--- src/rtl/instr_word_encoder_pkg.sv ---
// Purpose : shared RV32I encoding constants for the program loader.
//           Holds opcodes, micro-op class codes, ALU-op codes, the loader
//           FSM state type and the funct3 lookup shared by every user.
// Ports   : none (package).
package instr_word_encoder_pkg;

  // Major opcodes
  localparam logic [6:0] OPC_R   = 7'b0110011;
  localparam logic [6:0] OPC_I   = 7'b0010011;
  localparam logic [6:0] OPC_LUI = 7'b0110111;
  localparam logic [6:0] OPC_B   = 7'b1100011;

  // Micro-op classes
  localparam logic [1:0] CLS_R = 2'b00;
  localparam logic [1:0] CLS_I = 2'b01;
  localparam logic [1:0] CLS_U = 2'b10;
  localparam logic [1:0] CLS_B = 2'b11;

  // ALU operation codes (same numbering as the ALU control decode)
  localparam logic [3:0] OP_ADD = 4'd0;
  localparam logic [3:0] OP_SUB = 4'd1;
  localparam logic [3:0] OP_OR  = 4'd2;
  localparam logic [3:0] OP_SLL = 4'd3;
  localparam logic [3:0] OP_SRL = 4'd4;
  localparam logic [3:0] OP_LUI = 4'd5;
  localparam logic [3:0] OP_AND = 4'd6;
  localparam logic [3:0] OP_XOR = 4'd7;
  localparam logic [3:0] OP_BEQ = 4'd8;
  localparam logic [3:0] OP_BNE = 4'd9;
  localparam logic [3:0] OP_BLT = 4'd10;
  localparam logic [3:0] OP_BGE = 4'd11;

  localparam logic [6:0] F7_SUB = 7'b0100000;

  typedef enum logic [1:0] {
    ST_IDLE  = 2'd0,
    ST_RUN   = 2'd1,
    ST_DRAIN = 2'd2,
    ST_DONE  = 2'd3
  } state_e;

  // funct3 field for an ALU/branch op; ops without a funct3 return 000
  function automatic logic [2:0] funct3_of(input logic [3:0] op);
    logic [2:0] f3;
    case (op)
      OP_ADD, OP_SUB: f3 = 3'b000;
      OP_SLL:         f3 = 3'b001;
      OP_XOR:         f3 = 3'b100;
      OP_SRL:         f3 = 3'b101;
      OP_OR:          f3 = 3'b110;
      OP_AND:         f3 = 3'b111;
      OP_BEQ:         f3 = 3'b000;
      OP_BNE:         f3 = 3'b001;
      OP_BLT:         f3 = 3'b100;
      OP_BGE:         f3 = 3'b101;
      default:        f3 = 3'b000;
    endcase
    return f3;
  endfunction

endpackage

--- src/rtl/instr_word_encoder_encode_core.sv ---
// Purpose : combinational micro-op to RV32I word encoder.
// Ports   : cls_i/op_i/rd_i/rs1_i/rs2_i/imm_i  micro-op fields
//           word_o     encoded instruction (0 when illegal)
//           illegal_o  class/op pair has no encoding
module instr_encode_core
  import instr_word_encoder_pkg::*;
(
  input  logic [1:0]  cls_i,
  input  logic [3:0]  op_i,
  input  logic [4:0]  rd_i,
  input  logic [4:0]  rs1_i,
  input  logic [4:0]  rs2_i,
  input  logic [19:0] imm_i,
  output logic [31:0] word_o,
  output logic        illegal_o
);

  logic [2:0] w_f3;
  logic       w_shift;
  logic       w_i_ok;
  logic       w_r_ok;
  logic       w_b_ok;

  // Encode the micro-op and flag class/op pairs with no legal encoding
  always_comb begin
    w_f3      = funct3_of(op_i);
    w_shift   = (op_i == OP_SLL) | (op_i == OP_SRL);
    w_i_ok    = (op_i == OP_ADD) | (op_i == OP_OR) | w_shift |
                (op_i == OP_AND) | (op_i == OP_XOR);
    w_r_ok    = w_i_ok | (op_i == OP_SUB);
    w_b_ok    = (op_i == OP_BEQ) | (op_i == OP_BNE) |
                (op_i == OP_BLT) | (op_i == OP_BGE);
    word_o    = 32'd0;
    illegal_o = 1'b0;
    case (cls_i)
      CLS_R: begin
        if (w_r_ok) begin
          word_o = {((op_i == OP_SUB) ? F7_SUB : 7'b0000000),
                    rs2_i, rs1_i, w_f3, rd_i, OPC_R};
        end else begin
          illegal_o = 1'b1;
        end
      end
      CLS_I: begin
        if (w_i_ok & w_shift) begin
          // shift amount only; upper immediate bits forced to zero
          word_o = {7'b0000000, imm_i[4:0], rs1_i, w_f3, rd_i, OPC_I};
        end else if (w_i_ok) begin
          word_o = {imm_i[11:0], rs1_i, w_f3, rd_i, OPC_I};
        end else begin
          illegal_o = 1'b1;
        end
      end
      CLS_U: begin
        if (op_i == OP_LUI) begin
          word_o = {imm_i[19:0], rd_i, OPC_LUI};
        end else begin
          illegal_o = 1'b1;
        end
      end
      CLS_B: begin
        if (w_b_ok) begin
          word_o = {imm_i[12], imm_i[10:5], rs2_i, rs1_i, w_f3,
                    imm_i[4:1], imm_i[11], OPC_B};
        end else begin
          illegal_o = 1'b1;
        end
      end
      default: illegal_o = 1'b1;
    endcase
  end

endmodule

--- src/rtl/instr_word_encoder.sv ---
// Purpose : on-chip program loader. Encodes count_i legal micro-ops into
//           RV32I words, buffers them in a small FIFO and writes them to
//           consecutive word addresses starting at base_addr_i.
// Ports   : clk, reset (sync, active-low)
//           start_i/base_addr_i/count_i     load request
//           in_valid_i/in_ready_o + fields  micro-op stream
//           mem_we_o/mem_ready_i/mem_addr_o/mem_wdata_o  memory write port
//           busy_o, done_o (1-cycle pulse), err_o (sticky illegal-op flag)
module instr_word_encoder
  import instr_word_encoder_pkg::*;
#(
  parameter int ADDR_W     = 32,
  parameter int CNT_W      = 8,
  parameter int FIFO_DEPTH = 2
) (
  input  logic              clk,
  input  logic              reset,
  input  logic              start_i,
  input  logic [ADDR_W-1:0] base_addr_i,
  input  logic [CNT_W-1:0]  count_i,
  input  logic              in_valid_i,
  output logic              in_ready_o,
  input  logic [1:0]        class_i,
  input  logic [3:0]        alu_op_i,
  input  logic [4:0]        rd_i,
  input  logic [4:0]        rs1_i,
  input  logic [4:0]        rs2_i,
  input  logic [19:0]       imm_i,
  output logic              mem_we_o,
  input  logic              mem_ready_i,
  output logic [ADDR_W-1:0] mem_addr_o,
  output logic [31:0]       mem_wdata_o,
  output logic              busy_o,
  output logic              done_o,
  output logic              err_o
);

  localparam int PTR_W = (FIFO_DEPTH > 1) ? $clog2(FIFO_DEPTH) : 1;

  state_e            r_state;
  state_e            w_state_nxt;
  logic [ADDR_W-1:0] r_addr;
  logic [CNT_W-1:0]  r_cnt;
  logic [CNT_W-1:0]  r_acc;
  logic              r_err;
  logic              r_done;
  logic [31:0]       r_fifo [FIFO_DEPTH];
  logic [PTR_W-1:0]  r_wptr;
  logic [PTR_W-1:0]  r_rptr;
  logic [PTR_W:0]    r_fcnt;

  logic [31:0]       w_word;
  logic              w_illegal;
  logic              w_in_ready;
  logic              w_start_take;
  logic              w_full;
  logic              w_empty;
  logic              w_hs;
  logic              w_push;
  logic              w_drop;
  logic              w_pop;

  instr_encode_core u_core (
    .cls_i     (class_i),
    .op_i      (alu_op_i),
    .rd_i      (rd_i),
    .rs1_i     (rs1_i),
    .rs2_i     (rs2_i),
    .imm_i     (imm_i),
    .word_o    (w_word),
    .illegal_o (w_illegal)
  );

  assign w_full  = (r_fcnt == (PTR_W + 1)'(FIFO_DEPTH));
  assign w_empty = (r_fcnt == '0);
  assign w_hs    = in_valid_i & w_in_ready;
  assign w_push  = w_hs & ~w_illegal;
  assign w_drop  = w_hs & w_illegal;
  assign w_pop   = ~w_empty & mem_ready_i;

  // Next-state and handshake decode for the load FSM
  always_comb begin
    w_state_nxt  = r_state;
    w_in_ready   = 1'b0;
    w_start_take = 1'b0;
    case (r_state)
      ST_IDLE: begin
        if (start_i) begin
          w_start_take = 1'b1;
          w_state_nxt  = (count_i == '0) ? ST_DONE : ST_RUN;
        end else begin
          w_state_nxt  = ST_IDLE;
        end
      end
      ST_RUN: begin
        w_in_ready = ~w_full & (r_acc < r_cnt);
        if (r_acc == r_cnt) begin
          w_state_nxt = ST_DRAIN;
        end else begin
          w_state_nxt = ST_RUN;
        end
      end
      ST_DRAIN: begin
        // an empty FIFO means no write is outstanding
        if (w_empty) begin
          w_state_nxt = ST_DONE;
        end else begin
          w_state_nxt = ST_DRAIN;
        end
      end
      ST_DONE: w_state_nxt = ST_IDLE;
      default: w_state_nxt = ST_IDLE;
    endcase
  end

  // FSM state register and registered done pulse
  always_ff @(posedge clk) begin
    if (!reset) begin
      r_state <= ST_IDLE;
      r_done  <= 1'b0;
    end else begin
      r_state <= w_state_nxt;
      r_done  <= (r_state == ST_DONE);
    end
  end

  // Load parameters, accepted-op counter, write address and sticky error
  always_ff @(posedge clk) begin
    if (!reset) begin
      r_addr <= '0;
      r_cnt  <= '0;
      r_acc  <= '0;
      r_err  <= 1'b0;
    end else if (w_start_take) begin
      r_addr <= base_addr_i;
      r_cnt  <= count_i;
      r_acc  <= '0;
      r_err  <= 1'b0;
    end else begin
      if (w_pop) begin
        r_addr <= r_addr + ADDR_W'(4);
      end
      if (w_push) begin
        r_acc <= r_acc + CNT_W'(1);
      end
      if (w_drop) begin
        r_err <= 1'b1;
      end
    end
  end

  // Encoded-word FIFO; push and pop may happen in the same cycle
  always_ff @(posedge clk) begin
    if (!reset) begin
      for (int i = 0; i < FIFO_DEPTH; i++) begin
        r_fifo[i] <= 32'd0;
      end
      r_wptr <= '0;
      r_rptr <= '0;
      r_fcnt <= '0;
    end else begin
      if (w_push) begin
        r_fifo[r_wptr] <= w_word;
        r_wptr         <= r_wptr + PTR_W'(1);
      end
      if (w_pop) begin
        r_rptr <= r_rptr + PTR_W'(1);
      end
      case ({w_push, w_pop})
        2'b10:   r_fcnt <= r_fcnt + (PTR_W + 1)'(1);
        2'b01:   r_fcnt <= r_fcnt - (PTR_W + 1)'(1);
        default: r_fcnt <= r_fcnt;
      endcase
    end
  end

  assign in_ready_o  = w_in_ready;
  assign mem_we_o    = ~w_empty;
  assign mem_addr_o  = r_addr;
  assign mem_wdata_o = r_fifo[r_rptr];
  assign busy_o      = (r_state != ST_IDLE);
  assign done_o      = r_done;
  assign err_o       = r_err;

endmodule

--- config.mk ---
export PLATFORM = sky130hd
export DESIGN_NAME = instr_word_encoder
export DESIGN_NICKNAME = d
export VERILOG_FILES = /design/src/rtl/instr_word_encoder_pkg.sv /design/src/rtl/instr_word_encoder_encode_core.sv /design/src/rtl/instr_word_encoder.sv
export SDC_FILE = /design/constraint.sdc
export NUM_CORES = 1
export LEC_CHECK = 0
export ABC_CLOCK_PERIOD_IN_PS = 14500
export CELL_PAD_IN_SITES_DETAIL_PLACEMENT = 1
export CELL_PAD_IN_SITES_GLOBAL_PLACEMENT = 1
export CORE_ASPECT_RATIO = 0.8
export CORE_MARGIN = 3
export CORE_UTILIZATION = 41
export CTS_CLUSTER_DIAMETER = 40
export CTS_CLUSTER_SIZE = 12
export DETAILED_ROUTE_END_ITERATION = 7
export GPL_TIMING_DRIVEN = 0
export PLACE_DENSITY = 0.93
export SYNTH_ARGS = -nofsm -noshare
export SYNTH_HDL_FRONTEND = slang
export SYNTH_HIERARCHICAL = 1
export SYNTH_SLANG_ARGS = --single-unit
--- constraint.sdc ---
create_clock -name clk -period 14.5 [get_ports clk]
set_clock_uncertainty 0.2 [all_clocks]
set_input_delay 2.9 -clock clk [delete_from_list [all_inputs] [get_ports clk]]
set_output_delay 2.9 -clock clk [all_outputs]
set_load 0.005 [all_outputs]
== Word level (Yosys, flattened, before mapping) ==
Memory sizes are Yosys's and may differ from the RTL's. A register that Yosys moved wholly into a read port is not among the register bits.
Cells that the tools add are included.

* Word-level logic and storage cells: 101
* Bits in writable memories: 64
* Bits in registers: 56
* Memories: 2
* Output and inout bits: 69
* Latch bits: 0
* Bits in read-only memories: 48
* Bits of input ports: 86

{| class="wikitable"
|+ Memory list
! name !! depth !! bits a word !! rd ports !! clocked after memory_dff !! write ports !! RTL line !! text
|-
| r_fifo || 2 || 32 || 1 || 1 || 2 || instr_word_encoder.sv:47 || <nowiki>logic [31:0] r_fifo [FIFO_DEPTH];</nowiki>
|-
| (no name shown) || 16 || 3 || 1 || 0 || 0 || instr_word_encoder_pkg.sv:45 || <nowiki>case (op)</nowiki>
|}

* Eq/ne operators: 21
* Multipliers: 0
* Shifts and indexed selects: 0
* Add/subtract/negate cells: 6
* Bitwise logic cells: 19
* Reduce and logical (&&, ||, !) cells: 10
* Mux-type cells: 33
* Magnitude comparators: 1
* Div/mod/pow operators: 0

{| class="wikitable"
|+ Operators with widths
! kind !! count
|-
| 32-bit 2-to-1 mux || 8
|-
| 32-bit case mux with 4 select lines || 1
|-
| 32-bit by 3-bit adder with 32-bit output, second input constant || 1
|-
| 32-bit OR reduction || 1
|-
| 1-bit 2-to-1 mux || 17
|-
| 4-bit by 3-bit == test with 1-bit output, second input constant || 4
|-
| 4-bit == test, second input constant || 4
|-
| 2-bit == test, second input constant || 6
|-
| 1-bit OR || 9
|-
| 8-bit by 1-bit adder with 8-bit output, second input constant || 1
|-
| 4-bit by 2-bit == test with 1-bit output, second input constant || 2
|-
| 8-bit == test || 1
|-
| 8-bit logical NOT || 1
|-
| 8-bit < comparator || 1
|-
| 2-bit case mux with 4 select lines || 1
|-
| 1-bit AND || 6
|-
| 2-bit by 1-bit == test with 1-bit output, second input constant || 3
|-
| 2-bit logical NOT || 3
|-
| 2-bit 2-to-1 mux || 3
|-
| 6-bit 2-to-1 mux || 1
|-
| 2-bit nonzero test || 3
|-
| 4-bit by 1-bit == test with 1-bit output, second input constant || 1
|-
| 4-bit logical NOT || 1
|-
| 1-bit inverter || 4
|-
| 6 further kinds || 7
|}

== Logic depth before layout (Yosys ltp) ==
Gate-level depths: netlist of run 1.

* Depth in word-level cells: 15
* Mapped depth: 12
* Mapped depth without buffers: 10

== Cells and area by module ==
The synthesis of run 1 kept the hierarchy.

{| class="wikitable"
|+ Modules (own cells, without submodules)
! module !! area each (µm²) !! cells each !! sequential area each (µm²) !! times used
|-
| instr_word_encoder || 5689.2 || 563 || 3062.9 || 1
|-
| instr_encode_core || 694.4 || 95 || 0.0 || 1
|}

== Worst setup path before layout of run 1 ==
No wires, ideal clock.

* Path type: input-to-reg
* Start: input port alu_op_i[2]
* End: memory r_fifo[0][0], enable pin
* Arrival time: 6.856 ns
* Stages on the path: 9
* Path slack: 6.978 ns
* Data required time: 13.834 ns
* Library setup time: 0.466 ns
* Buffers on the path: 2
* Cells stage by stage: buf_6 or4_4 and2_4 o311a_1 nor2b_1 clkbuf_1 and3_2 nand2_1 o21ai_0

{| class="wikitable"
|+ RTL lines
! what !! RTL line !! text
|-
| start: declaration || instr_word_encoder.sv:24 || <nowiki>input logic [3:0] alu_op_i,</nowiki>
|-
| end: declaration || instr_word_encoder.sv:47 ||
|}

==> impl_metrics.toml, run 1 <==
[timing]
worst_pin_slew_ns = 0.822
finalHoldViolCount = 0
report.final.slew_viol_count = 0
rsz0062_at_grt = "no"
fmax_mhz = 152
fin_tns_setup_ns = 0
fin_crit_ns = 6.58
slew_headroom_pct = 44.7
final.setup.worst_slack_ns = 7.92
setup_viol = 0
fin_hold_ws_ns = 0.256
min_period_over_period_pct = 45.4

[final_layout]
finalNetCount = 930
mostFrequentLayoutCells = "clkdlybuf4s50_1 (154), nor2_1 (91), nand2_1 (74)"
layout_commonest_cell = "clkdlybuf4s50_1"
fin_cells = 1055
finalInstanceArea_sq_um = 8790
layout-drive-gt1-share_pct = 12.3
fin_util_pct = 58.1
num_antenna_cells = 0
area_growth_syn_to_layout_pct = 37.7

[die]
start_util_pct = 42.2
die_y_um = 118
dieArea_sq_um = 17100
die_x_um = 146
rows = 40
io-pin-count = 155
core_area_sq_um = 15100

[worst_setup_path]
crit_type = "input port to flop"
r2r_cells = 7
worst_r2r_endpoint = "r_fifo[1][27]"
startpoint_type = "input port"
cp-end-kind = "flop"
worstPathRequired_ns = 14.41
reg2reg_from = "r_cnt[7]"
crit_path_max_fanout = 18
critical_path_arrival_ns = 6.50
r2r_slack_ns = 11.50

[hold_path]
hold_depth = 2
hold_class = "flop to flop"
hold_start = "r_cnt[2]"
min_to = "r_cnt[2]"

[route]
drt-initial-drc-count = 468
vias_per_cell = 5.63
remaining_drc_errors = 0
dr_total_vias = 5944
wl_per_cell_um = 20.3
first_pass_iters = 5
ant_nets = 0
wl_mm = 21.4

[placed_design]
dp_slack_ns = 7.53
gp_congestion = 0.845
dp_cells = 1024
hpwl_mm = 15.4
numPortBuffers = 154
placed_area_sq_um = 8270

[yosys]
syn_area_per_cell_sq_um = 9.70
ys_ff_latch = 121
synth_cells = 658
synthTopCellsByArea = "edfxtp_1 (30%), dfxtp_1 (18%), mux2_2 (5.8%)"
synth_fp_nets = 755
async_reset_ff_share_pct = 0
syn_area_sq_um = 6380
synth_mux_area_share_pct = 6.45
synth-xor-area-share_pct = 4.25
synth_top_family_by_area = "simple AND/OR/NAND/NOR gates"
yosysTopAreaCellShare_pct = 30.1
synth_fa_ha_area_share_pct = 2.31
synthSimpleGateAreaFrac_pct = 20.9
yosysUniqueCellTypes = 66
yosys.area.top_type = "edfxtp_1"
synth-edff-count = 64
ys_warn_count = 6
ys_seq_area_share_pct = 48.0
synth-compound-area-share_pct = 13.1
ys.flop_type = "edfxtp_1"

[power]
peakVddDrop_uv = 89.8
power.internal_mw = 0.713
leakagePower_nw = 3.12
p_comb_share_pct = 19.2
p_per_area_nw_per_um2 = 111
seqPwrFrac_pct = 41.6
p_switching_mw = 0.260
sw_frac_of_total_pct = 26.7
total_power_mw = 0.973
power_frac_clock_pct = 39.2

[clock_network]
cts-resized-gates = 0
path_clk_slew_ns = 0.05
numCtsBuffers = 17
postCtsSetupBuffers = 0
clock_latency_ns = 0.42
holdBufCountCts = 0
cts_htree_levels = 4
cts_root_buf = "clkbuf_16"
tritoncts = "done"
clk_path_buf_depth = 2
clock_sinks = 121

[job]
cap_viol_max_count = 0

[run_status]
outcome = "finished clean"

[global_routing]
overflow = 0
track_usage_pct = 25.0
grt_pass1_vias = 6314
grt_pass1_wl_mm = 34.3
grt_start_max_net_pins = 19
antenna_found_initial = 1
-- worst max-delay path by stage --
stage / start / end / slack, ns / cells after the start
final: alu_op_i[0] / r_fifo[1][27] / 7.92 / 10
after global routing: alu_op_i[3] / r_fifo[1][18] / 7.76 / 11
after global placement: alu_op_i[0] / r_fifo[0][19] / 4.52 / 9
after CTS: alu_op_i[0] / r_fifo[1][27] / 7.93 / 10
after floorplan: alu_op_i[2] / r_fifo[0][0] / 6.98 / 9
after detailed placement: alu_op_i[0] / r_fifo[1][19] / 7.53 / 10
-- synthesized netlist by cell type (3+ instances only) --
library cell,instances
nor2_1,91
nand2_1,74
edfxtp_1,64
dfxtp_1,57
a21oi_1,42
mux2_2,33
nand3_1,28
o21ai_0,27
xor2_1,25
clkbuf_1,18
nand4_1,18
inv_1,15
ha_1,11
a22o_1,10
and3_1,10
buf_6,9
a211oi_1,8
a221o_1,7
buf_2,7
o211ai_1,7
or3_1,7
buf_1,6
o31ai_1,6
xnor2_1,6
or4_1,5
and4_1,4
buf_4,4
mux2i_1,4
nor2b_1,4
nor3_1,4
or2_2,4
nand2b_1,3
-- flip-flops by register name, indices dropped and copies added, names as in the netlist, named ones only --
register    flops
r_state         2
r_rptr          1
r_wptr          1
done_o          1
r_acc           8
r_cnt           8
err_o           1
r_fcnt          2
r_fifo         64
mem_addr_o     32
-- final cells by class --
cell class | count | area, sq um
Fill cell | 1725 | 6330
Sequential cell | 121 | 3060
Multi-Input combinational cell | 477 | 3030
Timing Repair Buffer | 156 | 1600
Clock buffer | 27 | 503
Tap cell | 210 | 263
Buffer | 44 | 256
Inverter | 16 | 60.1
Clock inverter | 4 | 20.0
-- routing by layer --
layer | vias up | part of all wire, % | GRT usage, %
li1 | 2726 | - | -
met1 | 2961 | 42 | 31.3
met2 | 220 | 49 | 40.6
met3 | 35 | 7.5 | 8.16
met4 | 2 | 2.0 | 9.43
met5 | - | 0.061 | 0
-- worst max-delay path, stage by stage --
cell             delay [ns]
clkdlybuf4s50_1        0.63
and2b_1                0.26
mux2_2                 0.37
o311a_1                0.31
nor2b_1                0.11
clkbuf_1               0.46
and3_2                 0.33
nand2_1                0.24
o21ai_4                0.63
buf_16                 0.24
-- power groups by stage --
stage	sequential (mW)	clock [mW]	combinational (mW)
global route	0.407	0.402	0.201
detailed placement	0.410	0	0.184
floorplan	0.407	0	0.0853
global placement	0.410	0	0.176
CTS	0.404	0.385	0.187
finish	0.405	0.382	0.186
-- logic make-up after synthesis --
logic type / after synthesis
AO/OA/AOI/OAI: 124
adder cells (fa/ha/maj): 12
AND/OR/NAND/NOR: 272
XOR/XNOR: 31
buffers and inverters: 60
flip-flops: 121
other: 1
multiplexers: 37
No activity file was read; power rests on OpenSTA's default activity.
==> inputs of run 2 (changes only) <==
Settings changed: ABC_CLOCK_PERIOD_IN_PS 14500 to 5850, CORE_UTILIZATION 41 to 34, PLACE_DENSITY 0.93 to 0.83.
Clock period 14.5 ns to 5.85 ns, I/O delays scaled along.
==> run 2 against run 1 <==
Combinational power increased by 150%; sequential power up 150%; setup slack worse by 6.9 ns; via count shrank 3.4%; non-clock buffer count did not move; register-to-register slack worse by 8.7 ns; final area grew 1.3%; power grew to 2.6 times the previous value; worst hold slack better by 0.0083 ns.
==> impl_metrics.toml, run 2 (synthesis results as in run 1) <==
[run_status]
outcome = "finished clean"

[clock_network]
cts_root_buf = "clkbuf_16"
path_clk_slew_ns = 0.05
clk_path_buf_depth = 2
holdBufCountCts = 0
numCtsBuffers = 17
tritoncts = "done"
clock_sinks = 121
cts_htree_levels = 4
postCtsSetupBuffers = 0
clock_latency_ns = 0.42
cts-resized-gates = 0

[timing]
rsz0062_at_grt = "no"
finalHoldViolCount = 0
fin_crit_ns = 4.87
min_period_over_period_pct = 83.2
fmax_mhz = 205
fin_hold_ws_ns = 0.264
setup_viol = 0
slew_headroom_pct = 45.9
report.final.slew_viol_count = 0
worst_pin_slew_ns = 0.805
fin_tns_setup_ns = 0

[placed_design]
numPortBuffers = 154
dp_cells = 1067
hpwl_mm = 15.0
gp_congestion = 0.876

[final_layout]
fill_cells = 2095
fin_cells = 1099
area_growth_syn_to_layout_pct = 39.4
largest_reg_flops = 64
finalNetCount = 930
layout_commonest_cell = "clkdlybuf4s50_1"
largest_register = "r_fifo"
layout-drive-gt1-share_pct = 13.0
num_antenna_cells = 0
mostFrequentLayoutCells = "clkdlybuf4s50_1 (154), nor2_1 (91), nand2_1 (74)"

[route]
drt-initial-drc-count = 284
ant_nets = 0
dr_total_vias = 5743
first_pass_iters = 4
remaining_drc_errors = 0
wl_mm = 20.5
vias_per_cell = 5.23
wl_per_cell_um = 18.6

[worst_setup_path]
crit_slowest_cell = "o21ai_4"
crit_type = "input port to flop"
critical_path_arrival_ns = 4.79
r2r_slack_ns = 2.78
crit_path_max_fanout = 17
critical-path-max-stage-delay_ns = 0.68
reg2reg_from = "r_cnt[7]"
r2r_cells = 7
worstPathRequired_ns = 5.77
path_cells = "clkdlybuf4s50_1, and2b_1, mux2_2, o311a_1, nor2b_1, clkbuf_1, and3_2, nand2_1, o21ai_4, buf_16"
cp-end-kind = "flop"
worst_r2r_endpoint = "r_fifo[1][28]"
startpoint_type = "input port"

[global_routing]
overflow = 0
grt_pass1_wl_mm = 32.4
grt_start_max_net_pins = 19
antenna_found_initial = 0
track_usage_pct = 20.1
grt_pass1_vias = 6185

[power]
total_power_mw = 2.49
p_per_area_nw_per_um2 = 280
leakagePower_nw = 3.12
peakVddDrop_uv = 179

[job]
cap_viol_max_count = 0

[hold_path]
min_to = "r_cnt[4]"
hold_class = "flop to flop"
hold_start = "r_cnt[4]"
hold_depth = 2

[die]
rows = 44
start_util_pct = 34.9
dieArea_sq_um = 20500
io-pin-count = 155
core_area_sq_um = 18300
die_x_um = 159
die_y_um = 129
-- run 2: cell types whose count changed in the layout (fill, tap and decap cells not counted), sizes merged --
| cell | previous run | this run |
|---|---|---|
| inv | 15 | 16 |
| clkbuf | 45 | 35 |
| bufinv | 0 | 2 |
| clkinv | 5 | 7 |
| clkinvlp | 0 | 6 |
-- run 2: layout make-up --
class / count / area (sq um) / share of cell area, %
flip-flops and latches: 121 / 3060 / 34.4
multi-input cells: 477 / 3030 / 34.0
repair buffers: 156 / 1600 / 17.9
clock buffers: 17 / 425 / 4.78
well taps: 253 / 317 / 3.56
plain buffers: 44 / 256 / 2.88
clock inverters: 15 / 154 / 1.73
inverters: 16 / 60.1 / 0.675
-- run 2: metrics by stage --
| stage | setup slack (ns) | area (sq um) | util [%] |
|---|---|---|---|
| floorplan | 0.0582 | 6380 | - |
| global placement | -2.57 | 8240 | 45.1 |
| detailed placement | 0.536 | 8320 | 45.5 |
| CTS | 0.966 | 8900 | 48.7 |
| global route | 0.779 | 8900 | 48.7 |
| finish | 0.980 | 8900 | 48.7 |
-- run 2: critical path, delay by kind of cell --
family / cells / cell delay [ns]
AOI/OAI and AO/OA: 2 / 1.01
buffers and inverters: 3 / 1.27
muxes: 1 / 0.38
and+or+nand+nor: 4 / 0.95
-- run 2: power by group --
part	internal (mW)	leakage (nW)	switching (mW)
Clock	0.625	0.265	0.407
Sequential	0.950	1.13	0.0504
Combinational	0.236	1.73	0.223
Total	1.81	3.12	0.680
-- run 2: worst max path at each step --
stage	start	end	slack [ns]	cells past startpoint
2_1_floorplan	alu_op_i[2]	r_fifo[0][0]	0.06	9
3_3_place_gp	alu_op_i[0]	r_fifo[1][8]	-2.57	9
3_5_place_dp	alu_op_i[0]	r_fifo[1][19]	0.54	10
4_1_cts	alu_op_i[0]	r_fifo[1][28]	0.97	10
5_1_grt	alu_op_i[0]	r_fifo[1][29]	0.78	10
6_report	alu_op_i[0]	r_fifo[1][28]	0.98	10
-- run 2: layer usage --
layer / vias up / share of wire (%) / GRT usage, %
met1: 2809 / 43 / 24.7
met4: 0 / 2.0 / 7.10
met3: 33 / 6.8 / 6.69
li1: 2738 / - / -
met5: - / 0 / 0
met2: 163 / 48 / 33.3
